**src/rtl/wb_timer_if.sv**
```systemverilog
// Wishbone classic 16-bit bus bundle shared by the wb_timer responder and its bus master.
interface wb_timer_if #(
  parameter int ADDR_WIDTH = 24
);
  logic [ADDR_WIDTH-1:0] wb_adr_i;
  logic [15:0]           wb_dat_i;
  logic [15:0]           wb_dat_o;
  logic [1:0]            wb_sel_i;
  logic                  wb_we_i;
  logic                  wb_stb_i;
  logic                  wb_cyc_i;
  logic                  wb_ack_o;
  logic                  wb_err_o;

  modport master (
    output wb_adr_i, wb_dat_i, wb_sel_i, wb_we_i, wb_stb_i, wb_cyc_i,
    input  wb_dat_o, wb_ack_o, wb_err_o
  );

  modport slave (
    input  wb_adr_i, wb_dat_i, wb_sel_i, wb_we_i, wb_stb_i, wb_cyc_i,
    output wb_dat_o, wb_ack_o, wb_err_o
  );
endinterface

```
**src/rtl/wb_timer.sv**
```systemverilog
// Wishbone responder timer: prescaled 16-bit up-counter with compare match and level interrupt.
module wb_timer #(
  parameter int          ADDR_WIDTH  = 24,
  parameter logic [15:0] RESET_PRESC = 16'h0000
) (
  input  logic      clk,
  input  logic      rst,
  wb_timer_if.slave bus,
  output logic      int_timer
);
  localparam logic [2:0] OFF_CTRL   = 3'd0;
  localparam logic [2:0] OFF_PRESC  = 3'd1;
  localparam logic [2:0] OFF_COUNT  = 3'd2;
  localparam logic [2:0] OFF_CMP    = 3'd3;
  localparam logic [2:0] OFF_STATUS = 3'd4;

  function automatic logic [15:0] f_merge(input logic [15:0] old_v, input logic [15:0] new_v,
                                          input logic [1:0] sel);
    f_merge = {sel[1] ? new_v[15:8] : old_v[15:8], sel[0] ? new_v[7:0] : old_v[7:0]};
  endfunction

  logic [2:0]            r_ctrl;
  logic [15:0]           r_presc;
  logic [15:0]           r_pre_cnt;
  logic [15:0]           r_count;
  logic [15:0]           r_cmp;
  logic                  r_match;
  logic                  r_ack;
  logic                  r_err;
  logic [15:0]           r_dat;
  logic [ADDR_WIDTH-1:0] w_adr;
  logic                  w_unused;
  logic [2:0]            w_off;
  logic                  w_req;
  logic                  w_mapped;
  logic                  w_wr;
  logic                  w_wr_ctrl;
  logic                  w_wr_presc;
  logic                  w_wr_count;
  logic                  w_wr_cmp;
  logic                  w_wr_status;
  logic                  w_clr;
  logic                  w_tick;
  logic                  w_hit;
  logic [15:0]           w_rdata;

  assign w_adr    = bus.wb_adr_i;
  assign w_unused = ^w_adr;
  assign w_off    = w_adr[3:1];

  // Bus request decode, per-register write strobes and read-data mux.
  always_comb begin
    w_req       = bus.wb_cyc_i & bus.wb_stb_i & ~r_ack & ~r_err;
    w_mapped    = (w_off <= OFF_STATUS);
    w_wr        = w_req & bus.wb_we_i & w_mapped & (|bus.wb_sel_i);
    w_wr_ctrl   = 1'b0;
    w_wr_presc  = 1'b0;
    w_wr_count  = 1'b0;
    w_wr_cmp    = 1'b0;
    w_wr_status = 1'b0;
    w_rdata     = 16'h0000;
    case (w_off)
      OFF_CTRL:   begin w_wr_ctrl   = w_wr; w_rdata = {13'd0, r_ctrl};  end
      OFF_PRESC:  begin w_wr_presc  = w_wr; w_rdata = r_presc;          end
      OFF_COUNT:  begin w_wr_count  = w_wr; w_rdata = r_count;          end
      OFF_CMP:    begin w_wr_cmp    = w_wr; w_rdata = r_cmp;            end
      OFF_STATUS: begin w_wr_status = w_wr; w_rdata = {15'd0, r_match}; end
      default:    w_rdata = 16'h0000;
    endcase
  end

  // Tick generation and compare; a PRESC write restarts the prescaler without ticking.
  always_comb begin
    w_clr  = w_wr_status & bus.wb_sel_i[0] & bus.wb_dat_i[0];
    w_tick = r_ctrl[0] & (r_pre_cnt == r_presc) & ~w_wr_presc;
    w_hit  = (r_count == r_cmp);
  end

  // Single-cycle ack/err response with registered read data.
  always_ff @(posedge clk or posedge rst) begin
    if (rst) begin
      r_ack <= 1'b0;
      r_err <= 1'b0;
      r_dat <= 16'h0000;
    end else begin
      r_ack <= w_req & w_mapped;
      r_err <= w_req & ~w_mapped;
      r_dat <= (w_req & w_mapped & ~bus.wb_we_i) ? w_rdata : 16'h0000;
    end
  end

  // Timer registers; CPU writes to COUNT take priority over a same-cycle tick.
  always_ff @(posedge clk or posedge rst) begin
    if (rst) begin
      r_ctrl    <= 3'd0;
      r_presc   <= RESET_PRESC;
      r_pre_cnt <= 16'h0000;
      r_count   <= 16'h0000;
      r_cmp     <= 16'hFFFF;
      r_match   <= 1'b0;
    end else begin
      if (w_wr_ctrl && bus.wb_sel_i[0]) r_ctrl <= bus.wb_dat_i[2:0];
      if (w_wr_presc) r_presc <= f_merge(r_presc, bus.wb_dat_i, bus.wb_sel_i);
      if (w_wr_cmp)   r_cmp   <= f_merge(r_cmp, bus.wb_dat_i, bus.wb_sel_i);

      if (w_wr_presc || !r_ctrl[0] || (r_pre_cnt == r_presc)) r_pre_cnt <= 16'h0000;
      else                                                     r_pre_cnt <= r_pre_cnt + 16'd1;

      if (w_wr_count)           r_count <= f_merge(r_count, bus.wb_dat_i, bus.wb_sel_i);
      else if (w_tick) begin
        if (w_hit && r_ctrl[2]) r_count <= 16'h0000;
        else                    r_count <= r_count + 16'd1;
      end

      r_match <= (w_tick & w_hit) | (r_match & ~w_clr);
    end
  end

  assign bus.wb_ack_o = r_ack;
  assign bus.wb_err_o = r_err;
  assign bus.wb_dat_o = r_dat;
  assign int_timer    = r_match & r_ctrl[1];
endmodule
```
**src/flat_wrapper.sv**
```systemverilog
// flat-port wrapper written by rule: the top's interface ports become plain ports
module wb_timer_flat 
#(
  parameter int          ADDR_WIDTH  = 24,
  parameter logic [15:0] RESET_PRESC = 16'h0000
)
  (clk, rst, int_timer, bus_wb_adr_i, bus_wb_dat_i, bus_wb_sel_i, bus_wb_we_i, bus_wb_stb_i, bus_wb_cyc_i, bus_wb_dat_o, bus_wb_ack_o, bus_wb_err_o);
  wb_timer_if #(.ADDR_WIDTH(ADDR_WIDTH)) bus_i ();
  input  logic clk;
  input  logic rst;
  output logic int_timer;
  input wire logic [$bits(bus_i.wb_adr_i)-1:0] bus_wb_adr_i;
  input wire logic [$bits(bus_i.wb_dat_i)-1:0] bus_wb_dat_i;
  input wire logic [$bits(bus_i.wb_sel_i)-1:0] bus_wb_sel_i;
  input wire logic [$bits(bus_i.wb_we_i)-1:0] bus_wb_we_i;
  input wire logic [$bits(bus_i.wb_stb_i)-1:0] bus_wb_stb_i;
  input wire logic [$bits(bus_i.wb_cyc_i)-1:0] bus_wb_cyc_i;
  output wire logic [$bits(bus_i.wb_dat_o)-1:0] bus_wb_dat_o;
  output wire logic [$bits(bus_i.wb_ack_o)-1:0] bus_wb_ack_o;
  output wire logic [$bits(bus_i.wb_err_o)-1:0] bus_wb_err_o;
  assign bus_i.wb_adr_i = bus_wb_adr_i;
  assign bus_i.wb_dat_i = bus_wb_dat_i;
  assign bus_i.wb_sel_i = bus_wb_sel_i;
  assign bus_i.wb_we_i = bus_wb_we_i;
  assign bus_i.wb_stb_i = bus_wb_stb_i;
  assign bus_i.wb_cyc_i = bus_wb_cyc_i;
  assign bus_wb_dat_o = bus_i.wb_dat_o;
  assign bus_wb_ack_o = bus_i.wb_ack_o;
  assign bus_wb_err_o = bus_i.wb_err_o;
  wb_timer #(.ADDR_WIDTH(ADDR_WIDTH), .RESET_PRESC(RESET_PRESC)) u_core (.clk(clk), .rst(rst), .bus(bus_i), .int_timer(int_timer));
endmodule
```
**config.mk**
```make
export PLATFORM = sky130hd
export DESIGN_NAME = wb_timer_flat
export DESIGN_NICKNAME = d
export VERILOG_FILES = /design/src/rtl/wb_timer_if.sv /design/src/rtl/wb_timer.sv /design/src/flat_wrapper.sv
export SDC_FILE = /design/constraint.sdc
export NUM_CORES = 1
export LEC_CHECK = 0
export CAP_MARGIN = 20
export CELL_PAD_IN_SITES_DETAIL_PLACEMENT = 1
export CELL_PAD_IN_SITES_GLOBAL_PLACEMENT = 2
export CORE_ASPECT_RATIO = 0.8
export CORE_MARGIN = 10
export CORE_UTILIZATION = 38
export DETAILED_ROUTE_END_ITERATION = 6
export MAX_ROUTING_LAYER = met4
export PLACE_DENSITY = 0.89
export RECOVER_POWER = 100
export SYNTH_ARGS = -nofsm -noshare
export SYNTH_HDL_FRONTEND = slang
export SYNTH_SLANG_ARGS = --single-unit
```
**constraint.sdc**
```tcl
create_clock -name clk -period 7.5 [get_ports clk]
set_input_delay 0.75 -clock clk [delete_from_list [all_inputs] [get_ports clk]]
set_output_delay 0.75 -clock clk [all_outputs]
set_load 0.02 [all_outputs]
```
==> out/qor.csv, run 1 <==
stage;metric;value;unit
route;# DRC;0;
yosys;Netlist cell types;55;
die;Placeable Area;12120;um^2
setup_path;WP data arrival;5.37;ns
route;vias;3574;
yosys;Syn Nets;487;
yosys;Avg Synthesized Cell Area;10.71;um^2
setup_path;launch point of the worst reg-to-reg path;u_core.bus.wb_err_o;
setup_path;Worst R2R Setup Slack;4.15;ns
worst_hold_path;Hold Path Depth;1;
global_routing;Congestion Overflow GR;0;
timing;Worst Skew;0.008556;ns
die;Die Wd;144.2;um
global_routing;vias in the first global route;3827;
clocking;CTS tree;done;
clocking;Max clock buf depth;2;
setup_path;crit-path cells;dlygate4sd3_1, nor2b_1, and2b_1, nor2b_2, clkbuf_1, a21oi_1, a32o_1, a22o_1;
global_routing;first-pass GRT wire length;21550;um
setup_path;r2r endpoint;u_core.r_count[2];
route;Initial DRC Count;167;
timing;RSZ-0062 raised after global routing;no;
yosys;Top FF cell, synth;dfrtp_1;
yosys;sequential fraction of the synthesis area;46.31;%
worst_hold_path;min-delay src;u_core.r_pre_cnt[0];
yosys;Post-synth ARST share;100.0;%
yosys;Syn Std Cell Area;4691;um^2
route;DRT Pass-1 Iters;4;
setup_path;critical path class;in2reg;
yosys;cell with the most instances after synthesis;dfrtp_1;
global_routing;largest net degree at the start of global routing;67;
die;Std-Cell Rows;36;
yosys;Post-synth EDFFs;0;
power;Cell Pwr Density;223.1;nW/um^2
yosys;synth warn;0;
worst_hold_path;Hold Crit Endpoint;u_core.r_pre_cnt[0];
clocking;Root Driver;clkbuf_16;
setup_path;Worst Reg2Reg Path Length in Cells;7;
yosys;Synth top area share;37.34;%
timing;min cycle time layout;5.127;ns
clocking;Clock Sinks;86;
clocking;# Post-CTS Setup Buffers;0;
layout;share of cells above drive strength 1;19.20;%
timing;Fin Setup TNS;0;ns
layout;Ant. Diodes;0;
global_routing;gr usage total;16.43;%
layout;Area Growth Syn to Fin;17.34;%
placed_design;IO Port Bufs;44;
placed_design;gpl congestion;0.8500;
yosys;Synth Instances;438;
placed_design;HPWL after DPL;9560;um
timing;Final Hold Viols;0;
route;vias per std cell;5.709;
setup_path;crit-path max FO;34;
layout;Fillers;1320;
job;total of max-cap violations;1;
timing;setup violators final;0;
route;wirelength, routed;13310;um
yosys;synthesized flop and latch total;86;
timing;Max Freq;195.0;MHz
timing;max-slew violations;67;
yosys;Commonest cells post-synth;dfrtp_1, mux2_2, nor2_1;
clocking;total CTS buffers;9;
status;failing checks;max-capacitance violations, max-slew violations;
clocking;htree depth;3;
setup_path;slowest stage delay, CP;1.07;ns
die;DIE HEIGHT;119.4;um
route;Detail Route Antenna Nets;0;
worst_hold_path;Worst Hold Class;reg2reg;
timing;Least-Margin Pin Slew;3.570;ns
die;initial core utilization;38.71;%
setup_path;CP max stage cell;clkbuf_1;
clocking;clock latency at the later pin of the worst-skew pair;0.35;ns
setup_path;element type at the critical path end;register;
timing;Hold Slack;0.5525;ns
route;Avg WL per Cell;21.26;um
die;I/O pin cnt;66;
timing;fin crit share;68.36;%
clocking;hold-fix buffers at CTS;0;
yosys;largest area contributor in the netlist;dfrtp_1;
layout;Final #Nets;518;
power;peak supply drop;0.0001234;V
setup_path;required time of the critical path;7.74;ns
yosys;synth top area cells;dfrtp_1, mux2_2, dfstp_2;
status;status;finished, violations left;
timing;normalized max-slew margin;-138.0;%
clocking;CTS resizes;0;
clocking;Clock transition at path regs;0.07;ns
global_routing;antenna violations before repair;0;
setup_path;CP Launch Type;input pin;
power;P_leak;2.327;nW
die;die area;17220;um^2
==> layout by cell type, fill, tap and decap left out, drive strengths merged, types with 2 or more instances in the layout <==
cell / count
dfrtp: 70
mux2: 49
nor2: 45
xnor2: 38
clkdlybuf4s50: 23
dlygate4sd3: 21
nand2: 20
a22oi: 18
nand3: 16
dfstp: 16
inv: 16
nand4: 12
clkbuf: 11
a21oi: 10
o22ai: 10
xor2: 9
nor3: 8
a22o: 8
and3: 7
nor4: 7
mux2i: 6
o21ai: 6
o31ai: 5
and2: 5
clkinvlp: 4
o41ai: 3
or2: 3
nor2b: 3
nand2b: 2
and4: 2
ha: 2
bufinv: 2
or3: 2
==> worst max-delay path by stage <==
stage | start | cells after the start | slack (ns) | end
after floorplan | rst | 1 | 4.55 | u_core.bus.wb_ack_o
after detailed placement | bus_wb_adr_i[1] | 8 | 3.30 | u_core.r_count[11]
after CTS | bus_wb_adr_i[1] | 8 | 3.67 | u_core.r_count[11]
final | bus_wb_adr_i[1] | 8 | 2.37 | u_core.r_count[2]
after global routing | rst | 3 | 1.84 | u_core.r_presc[11]
after global placement | bus_wb_adr_i[1] | 8 | 3.37 | u_core.r_count[2]
==> metal layers <==
| layer | global-route usage, % | wire length (um) | vias up |
|---|---|---|---|
| met5 | - | 0 | - |
| met4 | 5.170 | 228 | 0 |
| met3 | 4.170 | 632 | 22 |
| met2 | 25.04 | 6389 | 70 |
| met1 | 20.99 | 6057 | 1863 |
| li1 | - | - | 1619 |
==> layout make-up <==
type	count	area, um^2	area share, %
clock buffers	9	225.2	4.092
clock inverters	7	96.34	1.750
inverters	16	61.31	1.114
multi-input cells	309	2303	41.85
flip-flops and latches	86	2172	39.46
well taps	152	190.2	3.455
repair buffers	47	455.4	8.275
==> worst max-delay path: cells and delay by family <==
kind            cells  cell delay, ns
compound gates      3            1.16
buf+inv             2            1.93
simple gates        3            1.50
==> metrics by stage <==
| step | util [%] | std cells | total power, mW | setup slack (ns) | instance area, um^2 |
|---|---|---|---|---|---|
| after floorplan | - | 438 | 0.6798 | 4.555 | 4691 |
| after global placement | 42.87 | 610 | 0.7347 | 3.367 | 5195 |
| after detailed placement | 42.87 | 610 | 0.7453 | 3.304 | 5195 |
| after CTS | 45.53 | 626 | 1.236 | 3.670 | 5517 |
| after global routing | 45.43 | 626 | 1.277 | 1.839 | 5504 |
| final | 45.43 | 626 | 1.228 | 2.373 | 5504 |
==> cell families (layout without fill, tap and decap cells) <==
kind of cell	after synthesis	after routing	share of synthesized area, %
and+or+nand+nor	137	137	15.47
muxes	55	55	13.04
DFF	86	86	46.31
adders and majority gates	2	2	0.5334
xor gates and xnor gates	47	47	8.776
AOI/OAI and AO/OA	68	68	11.34
buffers and inverters	43	79	4.534
==> flip-flops by register name, summed over array words and instances (netlist names) <==
| signal | cells |
|---|---|
| u_core.bus.wb_ack_o | 1 |
| u_core.bus.wb_dat_o | 16 |
| u_core.bus.wb_err_o | 1 |
| u_core.r_cmp | 16 |
| u_core.r_count | 16 |
| u_core.r_ctrl | 3 |
| u_core.r_match | 1 |
| u_core.r_pre_cnt | 16 |
| u_core.r_presc | 16 |
==> report_power, final <==
part           total [mW]  internal, mW  switching (mW)
logic               0.181        0.0884          0.0923
clock network       0.491         0.292           0.199
registers           0.556         0.504          0.0519
(Power assumes the default switching activity.)
==> inputs of run 2 (changes only) <==
- CORE_UTILIZATION: 38 -> 36
- PLACE_DENSITY: 0.89 -> 0.85
- clock period: 7.5 -> 5.4 ns (I/O delays scaled with it)
==> out/qor.csv, run 2 (synthesis results as in run 1) <==
stage;metric;value;unit
clocking;total CTS buffers;9;
placed_design;gpl congestion;0.8010;
global_routing;Congestion Overflow GR;0;
setup_path;WP data arrival;4.27;ns
route;Initial DRC Count;204;
layout;Final #Nets;519;
clocking;CTS tree;done;
clocking;# Post-CTS Setup Buffers;0;
timing;fin crit share;74.59;%
setup_path;crit-path cells;dlygate4sd3_1, clkbuf_1, xnor2_1, or3_1, a31oi_1, a21oi_1, o22ai_1;
setup_path;critical path class;in2reg;
layout;commonest non-fill, non-tap cell in the layout;dfrtp_1;
timing;max-slew violations;99;
route;# DRC;0;
timing;Fin Setup TNS;0;ns
power;share of power burned in the clock network;36.7;%
status;failing checks;max-capacitance violations, max-slew violations;
layout;share of cells above drive strength 1;18.53;%
setup_path;Critical path buffers and inverters;2;
route;DRT Pass-1 Iters;4;
placed_design;IO Port Bufs;44;
timing;min cycle time layout;4.028;ns
layout;most frequent cells in the layout;dfrtp_1, nor2_1, mux2_2;
die;die area;18020;um^2
global_routing;largest net degree at the start of global routing;53;
clocking;Max clock buf depth;2;
global_routing;antenna violations before repair;0;
setup_path;required time of the critical path;5.65;ns
timing;Final Hold Viols;0;
clocking;Root Driver;clkbuf_16;
die;DIE HEIGHT;122.1;um
setup_path;slowest stage delay, CP;1.20;ns
power;internal power;1.159;mW
timing;normalized max-slew margin;-60.67;%
clocking;hold-fix buffers at CTS;0;
clocking;Clock transition at path regs;0.06;ns
route;vias per std cell;5.465;
setup_path;element type at the critical path end;register;
layout;Ant. Diodes;0;
setup_path;CP max stage cell;clkbuf_1;
power;power share of the sequential group;47.9;%
setup_path;crit-path max FO;28;
global_routing;gr usage total;15.97;%
timing;setup violators final;0;
die;I/O pin cnt;66;
job;total of max-cap violations;3;
placed_design;Place WS;1.942;ns
die;initial core utilization;36.58;%
power;Cell Pwr Density;293.8;nW/um^2
route;vias;3552;
setup_path;CP top delay family;buffers and inverters;
die;Die Wd;147.6;um
power;peak supply drop;0.0001486;V
layout;Fillers;1422;
status;status;finished, violations left;
power;combinational power share;15.4;%
die;Std-Cell Rows;37;
clocking;clock latency at the later pin of the worst-skew pair;0.35;ns
timing;Max Freq;248.3;MHz
power;P_sw;0.4479;mW
power;Switching Fraction;27.87;%
clocking;htree depth;3;
layout;area used by multi-input combinational logic;2277;um^2
setup_path;CP Launch Type;input pin;
die;Placeable Area;12820;um^2
route;Detail Route Antenna Nets;0;
layout;register area;2172;um^2
clocking;CTS resizes;0;
power;total power;1.607;mW
layout;Area Growth Syn to Fin;16.62;%
route;Avg WL per Cell;20.72;um
timing;Worst Skew;0.006820;ns
worst_hold_path;Worst Hold Class;reg2reg;
power;P_leak;2.318;nW
placed_design;HPWL after DPL;9741;um
timing;PnR worst setup slack;1.372;ns
route;wirelength, routed;13470;um
global_routing;vias in the first global route;3848;
timing;Least-Margin Pin Slew;2.397;ns
global_routing;first-pass GRT wire length;21900;um
timing;RSZ-0062 raised after global routing;no;
clocking;Clock Sinks;86;
[run 2: path summary, 6_finish.rpt]
| kind | start | end | slack [ns] | cells past startpoint |
|---|---|---|---|---|
| min reg2reg | u_core.r_pre_cnt[0] | u_core.r_pre_cnt[0] | 0.54 | 1 |
| min | u_core.r_pre_cnt[0] | u_core.r_pre_cnt[0] | 0.54 | 1 |
| min in group asynchronous | rst | u_core.r_count[8] | 1.29 | 2 |
| max | bus_wb_adr_i[2] | u_core.r_count[11] | 1.37 | 7 |
| max reg2reg | u_core.bus.wb_err_o | u_core.r_count[11] | 2.53 | 6 |
| max in group asynchronous | rst | u_core.r_cmp[15] | 2.74 | 3 |
[run 2: cell type report]
class | instances | share of cell area (%)
tap | 175 | 4.003
inverter | 16 | 1.121
clock inverter | 2 | 0.1830
sequential | 86 | 39.71
clock buffer | 14 | 4.826
timing repair buffer | 48 | 8.532
multi-input combinational | 309 | 41.63
[run 2: per-stage QoR]
step	hold slack, ns	instance area (um^2)	cells	util, %
floorplan	0.4840	4691	438	-
global placement	0.5321	5231	634	40.79
detailed placement	0.5405	5231	634	40.79
CTS	0.5487	5505	650	42.93
global route	0.5842	5470	650	42.66
finish	0.5360	5470	650	42.66
[run 2: routing by layer]
layer	up-vias	GRT usage (%)	share of wire, %
li1	1626	-	-
met1	1850	20.18	45
met2	66	25.34	49
met3	10	3.890	4.8
met4	0	3.956	0.86
met5	-	-	0
[run 2: power by group through the flow]
stage | combinational (mW) | sequential (mW) | clock, mW
finish | 0.248 | 0.770 | 0.589
global route | 0.278 | 0.780 | 0.629
CTS | 0.256 | 0.771 | 0.597
detailed placement | 0.254 | 0.782 | 0
global placement | 0.246 | 0.776 | 0
floorplan | 0.195 | 0.749 | 0
